$ cat config.mk
export PLATFORM = sky130hd
export DESIGN_NAME = if_fetch_unit
export DESIGN_NICKNAME = d
export VERILOG_FILES = /design/src/rtl/if_fetch_unit.sv
export SDC_FILE = /design/constraint.sdc
export NUM_CORES = 1
export LEC_CHECK = 0
export ABC_AREA = 1
export ABC_CLOCK_PERIOD_IN_PS = 1900
export CELL_PAD_IN_SITES_DETAIL_PLACEMENT = 1
export CELL_PAD_IN_SITES_GLOBAL_PLACEMENT = 2
export CORE_ASPECT_RATIO = 0.7
export CORE_UTILIZATION = 21
export DETAILED_ROUTE_END_ITERATION = 16
export PLACE_DENSITY = 0.86
export RECOVER_POWER = 25
export SYNTH_ARGS = -nofsm -noshare
export SYNTH_HDL_FRONTEND = slang
export SYNTH_SLANG_ARGS = --single-unit
$ cat constraint.sdc
create_clock -name clk -period 1.9 [get_ports clk]
set_input_delay 0.38 -clock clk [delete_from_list [all_inputs] [get_ports clk]]
set_output_delay 0.38 -clock clk [all_outputs]
set_load 0.02 [all_outputs]
$ cat src/rtl/if_fetch_unit.sv
// Instruction fetch stage: owns the PC, issues instruction-memory reads and
// feeds the IF/ID register, inserting bubbles on redirects and on wait states.
module if_fetch_unit #(
    parameter logic [31:0] RESET_PC  = 32'h0000_0000,
    parameter logic [31:0] NOP_INSTR = 32'h0000_0013
) (
    input  logic        clk,
    input  logic        reset,
    input  logic        branch_taken,
    input  logic [31:0] branch_target,
    input  logic        stall,
    input  logic        imem_busywait,
    input  logic [31:0] imem_rdata,
    output logic        imem_read,
    output logic [31:0] imem_addr,
    output logic [31:0] instruction_out,
    output logic [31:0] PC_out,
    output logic        busywait
);

    typedef enum logic [1:0] {
        RESET_HOLD = 2'd0,
        FETCH      = 2'd1,
        FLUSH      = 2'd2
    } state_t;

    state_t      state_q, state_d;
    logic [31:0] pc_q, pc_d;
    logic [31:0] pending_q, pending_d;
    logic [31:0] target_aligned;

    assign target_aligned = {branch_target[31:2], 2'b00};
    assign imem_addr      = pc_q;
    assign PC_out         = pc_q;

    always_ff @(posedge clk or posedge reset) begin
        if (reset) begin
            state_q   <= RESET_HOLD;
            pc_q      <= RESET_PC;
            pending_q <= '0;
        end else begin
            state_q   <= state_d;
            pc_q      <= pc_d;
            pending_q <= pending_d;
        end
    end

    always_comb begin
        state_d         = state_q;
        pc_d            = pc_q;
        pending_d       = pending_q;
        imem_read       = 1'b1;
        busywait        = 1'b0;
        instruction_out = NOP_INSTR;

        unique case (state_q)
            RESET_HOLD: begin
                imem_read = 1'b0;
                busywait  = 1'b1;
                state_d   = FETCH;
            end

            FETCH: begin
                if (branch_taken) begin
                    // Bubble goes downstream now; an in-flight read must
                    // complete before the PC may move, hence FLUSH.
                    if (imem_busywait) begin
                        pending_d = target_aligned;
                        state_d   = FLUSH;
                    end else begin
                        pc_d = target_aligned;
                    end
                end else begin
                    instruction_out = imem_rdata;
                    if (imem_busywait || stall) begin
                        busywait = 1'b1;
                    end else begin
                        pc_d = pc_q + 32'd4;
                    end
                end
            end

            FLUSH: begin
                if (branch_taken) begin
                    pending_d = target_aligned;
                end
                if (!imem_busywait) begin
                    pc_d    = branch_taken ? target_aligned : pending_q;
                    state_d = FETCH;
                end
            end

            default: begin
                state_d = RESET_HOLD;
            end
        endcase
    end

endmodule

# Word-level counts from Yosys, hierarchy flattened
# Index checks and enable logic that the tools add are counted.
[classes]
n_addsub = 1
eq_ne = 7
muxes = 19
n_reduce_logical = 6
[ops]
columns = ["cell", "n"]
rows = [
  ["32-bit 2-to-1 mux", 9],
  ["32-bit case mux with 2 select lines", 2],
  ["32-bit by 3-bit adder with 32-bit output, second input constant", 1],
  ["2-bit 2-to-1 mux", 3],
  ["2-bit != test, second input constant", 3],
  ["3-bit != test, second input constant", 2],
  ["2-bit case mux with 3 select lines", 1],
  ["3-bit AND reduction", 2],
  ["4-bit AND reduction", 1],
  ["1-bit 2-to-1 mux", 3],
  ["2-bit by 1-bit equality test with 1-bit output, second input constant", 1],
  ["2-bit equality test, second input constant", 1],
  ["2-bit logical NOT", 1],
  ["1-bit case mux with 2 select lines", 1],
  ["2-bit nonzero test", 1],
  ["1-bit logical OR", 1],
]
[word_totals]
reg_bits = 66
inputBits = 69
out_inout_bits = 98
wordCells = 36

# Logic depth before layout (Yosys ltp)
# Gate-level depths: netlist of run 1.
[depth]
ltp_word = 4
depth_mapped = 11
mapped_depth_nobuf = 10

# Worst setup path before layout of run 1
# No wires, ideal clock.
[synth_timing]
path_type = "register to output"
startpoint = "register state_q[1]"
endpoint = "output instruction_out[4]"
t_arrival_ns = 1.260
t_required_ns = 1.520
setup_slack_ns = 0.260
stages_incl_launch_ff = 6
n_path_buf = 1
path_cell_list = "dfrtp_1 -> inv_1 -> ha_1 -> nand2_1 -> clkbuf_1 -> or2_2"
[synth_between]
elab_chain_cells = 2
[synth_lines]
columns = ["item", "line_no", "rtl"]
rows = [
  ["start, declared", "27", "state_t state_q, state_d;"],
  ["start signal, assigned", "42", "state_q <= state_d;"],
  ["2-bit by 1-bit equality test with 1-bit output", "56", "unique case (state_q)"],
  ["32-bit 2-to-1 mux", "56", ""],
  ["end, declared", "16", "output logic [31:0] instruction_out,"],
]
# No other way between the ends.

# Worst setup path after layout of run 1
# Same ends and word-level chain as after synthesis.

==> results.toml, run 1 <==
[critical_path]
worst-path-buf-inv = 3
path_cells = "inv_2, ha_4, nand2_8, buf_12, or2_4, buf_6"
cpPeakStageDelay_ns = 0.41
cp_top_family = "flip-flops"
crit_arrival_ns = 1.57
crit_start = "state_q[1]"
crit_fanout = 8
critPathLaunchType = "flip-flop"
cp.required_ns = 1.52
r2r-start = "state_q[1]"
slowest_stage = "dfrtp_1"
endpoint_kind = "output pin"
crit_type = "flip-flop to output pin"

[timing]
setup_viol = 7
maxSlewHeadroom_pct = 39.5
worst_slack_ns = -0.0516
max_freq_mhz = 512
hold_viol_final = 0
fin_setup_tns_ns = -0.210
post-route-min-period_ns = 1.95
drv_slew = 0
worst_slew_pin_slew_ns = 0.908
rsz0062_at_grt = "yes"
min_period_over_period_pct = 103
finalHoldWorstSlack_ns = 0.438
fin_skew_ns = 0.00818

[outcome]
outcome = "complete, but fails checks"
violations = "setup timing"

[power_and_ir_drop]
p_comb_share_pct = 57.6
power_density_nw_per_um2 = 1530
total_power_mw = 10.7
p_int_mw = 5.98
vdd_drop_max_mv = 0.595
switching_share_pct = 44.4
p_leak_nw = 3.54
power.switching_mw = 4.77
p_clk_share_pct = 16.2
power_frac_seq_pct = 26.2

[global_route]
grt_max_degree = 61
globalRouteTotalUtil_pct = 15.4
antenna_found_initial = 0
grt_pass1_wl_mm = 26.6
grt_overflow = 0
first_global_vias = 4813

[floorplanning]
die_area_um2 = 22300
coreArea_um2 = 21000
fp.dieW_um = 178
num_rows = 44
die_y_um = 125
initial_core_util_pct = 21.7
ioPinCount = 167

[route]
wl_per_cell_um = 15.5
dr.pass1.iters = 4
vias = 4779
totalWireLength_mm = 17.3
ant_nets = 0
first_iter_violations = 168
via_per_inst = 4.29
drc = 0

[layout]
stdcell_count = 1115
regArea_um2 = 1650
final_net_count = 908
multi_input_area_um2 = 2220
nFillCells = 2617
drive_gt1_share_pct = 16.6
layout-area-overhead-vs-synth_pct = 53.7
antenna_cells = 0

[cts]
path_clk_slew_ns = 0.06
cts_tree = "done"
clock-root-buffer = "clkbuf_16"
cts_buffer_depth = 2
clock_latency_ns = 0.33
h-tree-depth = 3
postCtsHoldBufs = 0
numCtsBuffers = 9
clock_sinks = 66

[synthesis]
ys_warn_count = 0
ys_ff_latch = 66
netlist_instances = 673
syn_area_um2 = 4560
syn_avg_cell_area_um2 = 6.77
synth.distinct_cells = 37
synth_fp_nets = 746
yosysSeqAreaShare_pct = 36.2

[placed_design]
dp_slack_ns = -0.485
dp_cells = 1091
hpwl_mm = 12.8
port_buffers = 164
gp_congestion = 0.817

[run]
maxCapViolations = 0

[worst_hold_path]
hp-class = "primary input to async pin"
worst register-to-register path: stages (launching register included):
cell and delay [ns]:
dfrtp_1 0.41, inv_2 0.09, ha_4 0.17, buf_4 0.14, inv_2 0.04, nor2_2 0.08, o21ai_2 0.07, buf_6 0.12
nand2_2 0.06, a21oi_2 0.05, buf_12 0.15, or2_2 0.27, a21boi_1 0.13
layout by cell type (no fill, tap or decap), types with 4 or more instances in the layout:
cell type,n
clkbuf_16,12
nand4_1,7
clkdlybuf4s50_1,110
buf_2,12
nand3_1,41
o21ai_0,38
dlymetal6s2s_1,17
dfrtp_1,64
nor2_2,4
a22oi_1,7
a21oi_1,18
nor2_4,11
nand2_2,7
buf_12,6
nand2_1,187
buf_4,38
o21ai_1,10
a21boi_1,12
buf_6,12
or2_2,5
nor2_1,67
inv_1,103
metal layers:
metal	wire length, µm	GRT usage [%]	up-vias	part of all wire, %
met2	7790	24.0	99	45
met4	93	2.31	0	0.54
met3	890	2.98	9	5.2
met1	8500	22.2	2287	49
li1	-	-	2384	-
met5	0	0	-	0
final timing paths:
kind                       slack (ns)            endpoint  depth (start not counted)
max                             -0.05  instruction_out[4]                          6
min                              0.44          PC_out[27]                          2
max reg2reg                     -0.02          PC_out[17]                         12
min reg2reg                      0.48       pending_q[22]                          2
max in group asynchronous        0.21          PC_out[22]                          3
min in group clk                 0.48       pending_q[22]                          2
synthesized netlist by cell type:
library cell | count | area, µm²
xor2_1 | 1 | 8.76
o221ai_1 | 1 | 8.76
a22oi_1 | 7 | 52.6
nand2_2 | 6 | 37.5
nor3b_1 | 1 | 7.51
o21ai_1 | 9 | 45.0
o22ai_1 | 3 | 18.8
nor2_1 | 73 | 274
o21ai_2 | 2 | 17.5
o21a_1 | 3 | 22.5
clkinv_2 | 1 | 5.00
a21oi_1 | 19 | 95.1
inv_2 | 1 | 3.75
buf_6 | 4 | 45.0
nand3_2 | 1 | 10.0
nor3_4 | 1 | 16.3
nor2_4 | 7 | 78.8
nand2_1 | 190 | 713
inv_1 | 106 | 398
nor3_1 | 2 | 10.0
nor3_2 | 1 | 10.0
or2_2 | 8 | 50.1
dfrtp_1 | 66 | 1650
a21oi_2 | 1 | 8.76
nor2_2 | 2 | 12.5
nand3_1 | 41 | 205
a2bb2oi_1 | 1 | 8.76
ha_1 | 4 | 50.1
o21ai_0 | 39 | 195
a31oi_1 | 1 | 6.26
buf_4 | 37 | 278
clkbuf_1 | 6 | 22.5
inv_4 | 1 | 6.26
nand3_4 | 1 | 17.5
nand4_1 | 7 | 43.8
a21boi_1 | 12 | 90.1
buf_2 | 7 | 35.0
power by group through the flow:
stage / clock network (mW) / registers, mW / logic, mW
after detailed placement: 0 / 2.85 / 5.92
after global placement: 0 / 2.81 / 5.81
after global routing: 1.84 / 2.94 / 6.80
after floorplan: 0 / 2.96 / 3.35
after CTS: 1.78 / 2.84 / 5.82
final: 1.74 / 2.82 / 6.19
per-stage QoR:
| step | area (µm²) | util (%) |
|---|---|---|
| 2_1_floorplan | 4560 | - |
| 3_3_place_gp | 6500 | 30.9 |
| 3_5_place_dp | 6500 | 30.9 |
| 4_1_cts | 6650 | 31.6 |
| 5_1_grt | 7010 | 33.3 |
| 6_report | 7010 | 33.3 |
layout make-up:
cell class	count	share of cell area [%]
Clock buffer	13	3.86
Clock inverter	2	0.500
Inverter	109	5.96
Multi-Input combinational cell	444	31.7
Sequential cell	66	23.6
Tap cell	276	4.93
Timing Repair Buffer	205	29.4
sequential cells by signal, indices dropped and copies added, names as in the netlist:
name / cells
PC_out: 32
pending_q: 32
state_q: 2
timing repair:
item | 4_1_cts | 5_1_grt
pin swaps | 0 | 4
cloned | 0 | 4
resized for setup | 142 | 81
endpoints found under the setup margin | 51 | 79
setup buffers | 0 | 5
endpoints found under the hold margin | 0 | 0
cells by family after synthesis:
kind of cell             Yosys count  share of synthesized area [%]
XOR/XNOR                           1                          0.192
AND/OR/NAND/NOR                  341                           32.6
adder cells (fa/ha/maj)            4                           1.10
flip-flops                        66                           36.2
AO/OA/AOI/OAI                     98                           12.5
buffers and inverters            163                           17.4
No activity file was read; power rests on OpenSTA's default activity.
==> run 2: changes to the inputs <==
Settings changed: ABC_CLOCK_PERIOD_IN_PS 1900 to default.
==> results of run 2 <==
Final layout, timing and power as in run 1 (identical DEF).
